## src/rtl/async_transmitter.sv

```systemverilog
// async_transmitter: 8N1 serial transmitter with a small transmit FIFO.
// A fractional baud accumulator produces a one-cycle bit tick. The tick is
// used only as a clock enable. A four-state FSM shifts bytes out LSB first.
// The serial line comes straight from a register, so it cannot glitch.
module async_transmitter #(
  parameter int ClkFrequency          = 24000000,
  parameter int Baud                  = 115200,
  parameter int BaudGeneratorAccWidth = 16,
  parameter int FifoDepth             = 4
) (
  input  logic                        clk,
  input  logic                        rst_n,
  input  logic [7:0]                  TxD_data,
  input  logic                        TxD_start,
  output logic                        TxD_ready,
  output logic                        TxD,
  output logic                        TxD_busy,
  output logic [$clog2(FifoDepth):0]  fifo_count
);

  localparam int W  = BaudGeneratorAccWidth;
  localparam int PW = $clog2(FifoDepth);
  localparam int CW = PW + 1;

  // The intermediate is computed at 64 bits so large Baud << (W-4) cannot overflow.
  localparam logic [W-1:0] INC_C = W'(((64'(Baud) << (W - 4)) + (64'(ClkFrequency) >> 5))
                                      / (64'(ClkFrequency) >> 4));
  localparam logic [CW-1:0] DEPTH_C = CW'(FifoDepth);
  localparam logic [CW-1:0] CNT_ONE = CW'(1);
  localparam logic [PW-1:0] PTR_ONE = PW'(1);

  typedef enum logic [1:0] {
    ST_IDLE  = 2'd0,
    ST_START = 2'd1,
    ST_DATA  = 2'd2,
    ST_STOP  = 2'd3
  } state_t;

  state_t          state_r, state_next_s;
  logic [W:0]      acc_r, acc_next_s;
  logic [2:0]      idx_r, idx_next_s;
  logic [7:0]      shift_r, shift_next_s;
  logic            txd_r, txd_next_s;
  logic            tick_s, pop_s, push_s, fifo_empty_s;
  logic [PW-1:0]   wr_ptr_r, rd_ptr_r;
  logic [CW-1:0]   count_r;
  logic [7:0]      mem_r [FifoDepth];

  assign tick_s       = acc_r[W];
  assign fifo_empty_s = (count_r == {CW{1'b0}});
  assign push_s       = TxD_start & TxD_ready;

  assign TxD_ready  = (count_r != DEPTH_C);
  assign TxD_busy   = (state_r != ST_IDLE) || !fifo_empty_s;
  assign TxD        = txd_r;
  assign fifo_count = count_r;

  // Frame sequencing: next state, bit index, shift-register load and FIFO pop.
  always_comb begin
    state_next_s = state_r;
    idx_next_s   = idx_r;
    shift_next_s = shift_r;
    pop_s        = 1'b0;
    case (state_r)
      ST_IDLE: begin
        if (!fifo_empty_s) begin
          pop_s        = 1'b1;
          shift_next_s = mem_r[rd_ptr_r];
          idx_next_s   = 3'd0;
          state_next_s = ST_START;
        end else begin
          state_next_s = ST_IDLE;
        end
      end
      ST_START: begin
        if (tick_s) begin
          idx_next_s   = 3'd0;
          state_next_s = ST_DATA;
        end else begin
          state_next_s = ST_START;
        end
      end
      ST_DATA: begin
        if (tick_s) begin
          if (idx_r == 3'd7) begin
            state_next_s = ST_STOP;
          end else begin
            idx_next_s = idx_r + 3'd1;
          end
        end else begin
          state_next_s = ST_DATA;
        end
      end
      ST_STOP: begin
        if (tick_s) begin
          if (fifo_empty_s) begin
            state_next_s = ST_IDLE;
          end else begin
            // Pop directly into the next start bit: no idle gap between frames.
            pop_s        = 1'b1;
            shift_next_s = mem_r[rd_ptr_r];
            idx_next_s   = 3'd0;
            state_next_s = ST_START;
          end
        end else begin
          state_next_s = ST_STOP;
        end
      end
      default: begin
        state_next_s = ST_IDLE;
      end
    endcase
  end

  // Line level and baud accumulator for the upcoming cycle.
  // The accumulator starts counting on the pop cycle, so each bit lasts 208 or 209 clocks.
  always_comb begin
    txd_next_s = 1'b1;
    if (state_next_s == ST_IDLE) begin
      acc_next_s = {(W + 1){1'b0}};
    end else begin
      acc_next_s = {1'b0, acc_r[W-1:0]} + {1'b0, INC_C};
    end
    case (state_next_s)
      ST_IDLE:  txd_next_s = 1'b1;
      ST_START: txd_next_s = 1'b0;
      ST_DATA:  txd_next_s = shift_next_s[idx_next_s];
      ST_STOP:  txd_next_s = 1'b1;
      default:  txd_next_s = 1'b1;
    endcase
  end

  // Transmitter state registers; reset aborts any frame and forces the line high.
  always_ff @(posedge clk or negedge rst_n) begin
    if (!rst_n) begin
      state_r <= ST_IDLE;
      acc_r   <= {(W + 1){1'b0}};
      idx_r   <= 3'd0;
      shift_r <= 8'd0;
      txd_r   <= 1'b1;
    end else begin
      state_r <= state_next_s;
      acc_r   <= acc_next_s;
      idx_r   <= idx_next_s;
      shift_r <= shift_next_s;
      txd_r   <= txd_next_s;
    end
  end

  // FIFO storage. The contents are qualified by the count, so they need no reset.
  always_ff @(posedge clk) begin
    if (push_s) begin
      mem_r[wr_ptr_r] <= TxD_data;
    end
  end

  // FIFO pointers and occupancy. A push and a pop in the same cycle leave the count unchanged.
  always_ff @(posedge clk or negedge rst_n) begin
    if (!rst_n) begin
      wr_ptr_r <= {PW{1'b0}};
      rd_ptr_r <= {PW{1'b0}};
      count_r  <= {CW{1'b0}};
    end else begin
      if (push_s) begin
        wr_ptr_r <= wr_ptr_r + PTR_ONE;
      end
      if (pop_s) begin
        rd_ptr_r <= rd_ptr_r + PTR_ONE;
      end
      case ({push_s, pop_s})
        2'b10:   count_r <= count_r + CNT_ONE;
        2'b01:   count_r <= count_r - CNT_ONE;
        default: count_r <= count_r;
      endcase
    end
  end

endmodule

```

## config.mk

```make
export PLATFORM = sky130hd
export DESIGN_NAME = async_transmitter
export DESIGN_NICKNAME = d
export VERILOG_FILES = /design/src/rtl/async_transmitter.sv
export SDC_FILE = /design/constraint.sdc
export NUM_CORES = 1
export LEC_CHECK = 0
export CAP_MARGIN = 20
export CORE_ASPECT_RATIO = 0.9
export CORE_MARGIN = 1
export CORE_UTILIZATION = 45
export CTS_CLUSTER_SIZE = 28
export DETAILED_ROUTE_END_ITERATION = 7
export HOLD_SLACK_MARGIN = 0.05
export SLEW_MARGIN = 10
export SYNTH_ARGS = -nofsm -noshare
export SYNTH_HDL_FRONTEND = slang
export SYNTH_SLANG_ARGS = --single-unit
```

## constraint.sdc

```tcl
create_clock -name clk -period 3.4 [get_ports clk]
set_input_delay 0.68 -clock clk [delete_from_list [all_inputs] [get_ports clk]]
set_output_delay 0.68 -clock clk [all_outputs]
set_load 0.02 [all_outputs]
```

==> impl_metrics.csv <==
group,metric,value,unit
status,outcome,"complete, no violations",
setup_path,slowest_stage,"sky130_fd_sc_hd__clkdlybuf4s50_1",
setup_path,crit_path_cell_trace,"inv_1, nand3_1, clkdlybuf4s50_1",
final_layout,nNetsFinal,285,
setup_path,crit_type,"reg -> out",
detailed_routing,postRouteWirelength,5210,um
sta,worst_slew_margin_rel,42.0,%
die,die_width,90.6,um
sta,fmax,0.399,GHz
clock_tree,numClockSinks,70,
clock_tree,post-cts-setup-buffers,0,
detailed_routing,dr.pass1.iters,5,
sta,max_slew.worst_pin.slew,0.871,ns
die,vertical_die_dimension,81.8,um
synthesis,synthesis.area,3180,um2
synthesis,synth.top_cells.by_area,"sky130_fd_sc_hd__edfxtp_1 (30%), sky130_fd_sc_hd__dfrtp_1 (29%), sky130_fd_sc_hd__ha_1 (5.9%)",
final_layout,antenna_cells,0,
final_layout,area_growth,13.9,%
setup_path,critPathBufInv,2,
synthesis,synth-edff-count,32,
pwr,irDropWorstVdd,0.000344,V
global_routing,maximum_number_of_pins_on_one_net_before_global_route_repair,39,
sta,period_share,73.6,%
sta,grt_setup_unrepaired,"no",
sta,final_worst_path_period_need,2.50,ns
pwr,total_power,2.90,mW
synthesis,synth_async_sr_flop_share,54.3,%
sta,setup-tns-final,0,ns
detailed_routing,via_count,1810,
synthesis,yosys.area.top_type_share,30.2,%
detailed_routing,drc_errors,0,
place,place.detailed.hpwl,3660,um
clock_tree,cts-htree-levels,3,
synthesis,syn_inst,236,
clock_tree,cts-hold-fix-buffers,0,
global_routing,antenna_found_initial,0,
sta,finClkSkew,0.0102,ns
synthesis,syn_avg_cell_area,13.5,um2
die,core_area,6690,um2
synthesis,synth_seq_cells,70,
die,die_area,7410,um2
die,fp-row-count,28,
detailed_routing,post_drt_via_cell_ratio,5.13,
global_routing,grtUsageTotal,15.8,%
hold_path,worstHoldPathType,"in -> async",
setup_path,setup.worst_path.end_class,"output pin",
place,placed_cell_area,3430,um2
synthesis,synthesis.yosys.warnings,0,
global_routing,grt_pass1_vias,1826,
synthesis,yosys.area.top_type,"sky130_fd_sc_hd__edfxtp_1",
setup_path,crit_path_required_time,2.72,ns
setup_path,cp.arrival,1.82,ns
place,gp_routability_congestion,0.746,
clock_tree,worst_setup_hold_path_clk_slew,0.08,ns
die,io_pins,17,
setup_path,critical-path-top-delay-family,"buffers and inverters",
setup_path,critPathMaxFanout,6,
setup_path,setup.worst_path.start_class,"flip-flop",
clock_tree,cts_buffers,9,
synthesis,share_of_synthesized_area_occupied_by_flip_flops_and_latches,60.1,%
sta,hold_viol_final,0,
run,cap_violations,0,
synthesis,post_synth_num_cell_types,48,
detailed_routing,ant_nets,0,
global_routing,gr-total-overflow,0,
sta,final_max_slew_viol_count,0,
sta,setup_viol_count_final,0,
synthesis,synthesis.nets,263,
pwr,p_leak,1.47,nW
synthesis,dominantRegCellSynth,"sky130_fd_sc_hd__dfrtp_1",
place,place.port_buffers,16,
clock_tree,cts.path.max_buffers,2,
final_layout,final_area,3620,um2
final_layout,filler_cell_count,555,
clock_tree,root_buffer,"sky130_fd_sc_hd__clkbuf_8",
detailed_routing,route.detailed.wl_per_inst,14.8,um
global_routing,grt_first_pass_wirelength,8720,um
detailed_routing,dr_iter_0_viols,67,
die,initial_core_util,47.5,%
clock_tree,post_cts_resize_count,0,
final_layout,share_of_post_route_cells_with_drive_strength_above_1,12.5,%
pwr,cellPowerDensity,801,nW/um2
setup_path,crit_path_max_incr_delay,0.65,ns
synthesis,yosys-top-cells-count,"sky130_fd_sc_hd__dfrtp_1 (37), sky130_fd_sc_hd__edfxtp_1 (32), sky130_fd_sc_hd__nand2_1 (18)",
clock_tree,insertion_delay,0.34,ns
clock_tree,cts_tree,"yes",
synthesis,synthMostInstantiatedCell,"sky130_fd_sc_hd__dfrtp_1",
==> routing by layer <==
metal  part of all wire (%)  track usage (%)  vias to the layer above
li1                       -                -                      893
met1                     51             21.7                      890
met2                     46             23.8                       18
met3                    2.3             3.06                        9
met4                    1.5             8.71                        0
met5                      0                0                        -
==> final timing paths <==
| check | start | endpoint | slack, ns | cells after the start |
|---|---|---|---|---|
| worst min-delay path | rst_n | idx_r[0] | 0.45 | 1 |
| worst max register to register | state_r[0] | TxD | 1.03 | 8 |
| worst min register to register | acc_r[0] | acc_r[0] | 0.46 | 1 |
| max in group asynchronous | rst_n | wr_ptr_r[0] | 2.39 | 1 |
| min in group clk | acc_r[0] | acc_r[0] | 0.46 | 1 |
| worst max-delay path | fifo_count[0] | TxD_ready | 0.90 | 3 |
==> final cells by class <==
cell class	instances	area, um2	share of cell area, %
well taps	90	113	3.11
repair buffers	17	163	4.49
multi-input cells	144	1180	32.5
flip-flops and latches	70	1910	52.8
inverters	16	60.1	1.66
clock buffers	9	124	3.42
clock inverters	7	72.6	2.00
==> sequential cells by signal, summed over array words and instances (netlist names) <==
| signal | flops |
|---|---|
| TxD | 1 |
| acc_r | 17 |
| fifo_count | 3 |
| idx_r | 3 |
| mem_r | 32 |
| rd_ptr_r | 2 |
| shift_r | 8 |
| state_r | 2 |
| wr_ptr_r | 2 |
==> power breakdown <==
part | internal (mW) | leakage (nW) | switching, mW | total (mW)
sequential | 1.15 | 0.777 | 0.209 | 1.35
combinational | 0.426 | 0.593 | 0.465 | 0.891
clock | 0.341 | 0.0976 | 0.315 | 0.656
==> worst reg2reg max path, stage by stage, from the launching register on <==
cell	delay [ns]
sky130_fd_sc_hd__dfrtp_1	0.41
sky130_fd_sc_hd__ha_1	0.28
sky130_fd_sc_hd__or2_1	0.25
sky130_fd_sc_hd__a211o_1	0.42
sky130_fd_sc_hd__a22o_1	0.29
sky130_fd_sc_hd__mux2i_1	0.15
sky130_fd_sc_hd__o22ai_1	0.10
sky130_fd_sc_hd__o311ai_1	0.27
sky130_fd_sc_hd__o21ai_1	0.12
==> kinds of logic after synthesis <==
logic type,share of synthesized area (%)
AO/OA/AOI/OAI,9.21
buffers and inverters,2.79
multiplexers,6.92
AND/OR/NAND/NOR,9.99
adder cells (fa/ha/maj),6.53
XOR/XNOR,4.41
flip-flops,60.1
==> placed cells by master (no fill, tap or decap), drive strengths merged, types with 2 or more instances in the layout <==
cell and count:
nor3 6, a22o 8, mux4 8, nand3 2, nand2 18, xor2 10
buf 2, dfrtp 37, nor4b 2, inv 18, clkdlybuf4s50 15, nor2b 3
mux2i 4, ha 15, nor2 17, clkinv 3, o21ai 9, xnor2 6
o2bb2ai 2, clkbuf 9, a21oi 7, edfxtp 32, or3 2, and3 6
==> per-stage QoR <==
| step | cells | hold slack [ns] | utilization (%) | worst slack [ns] |
|---|---|---|---|---|
| finish | 353 | 0.453 | 54.2 | 0.897 |
| global route | 353 | 0.478 | 54.2 | 0.793 |
| CTS | 353 | 0.459 | 54.2 | 0.869 |
| detailed placement | 337 | 0.450 | 51.2 | 0.898 |
| global placement | 337 | 0.447 | 51.2 | 0.948 |
| floorplan | 236 | 0.384 | - | 1.10 |
Power figures use the tool's default switching activity.
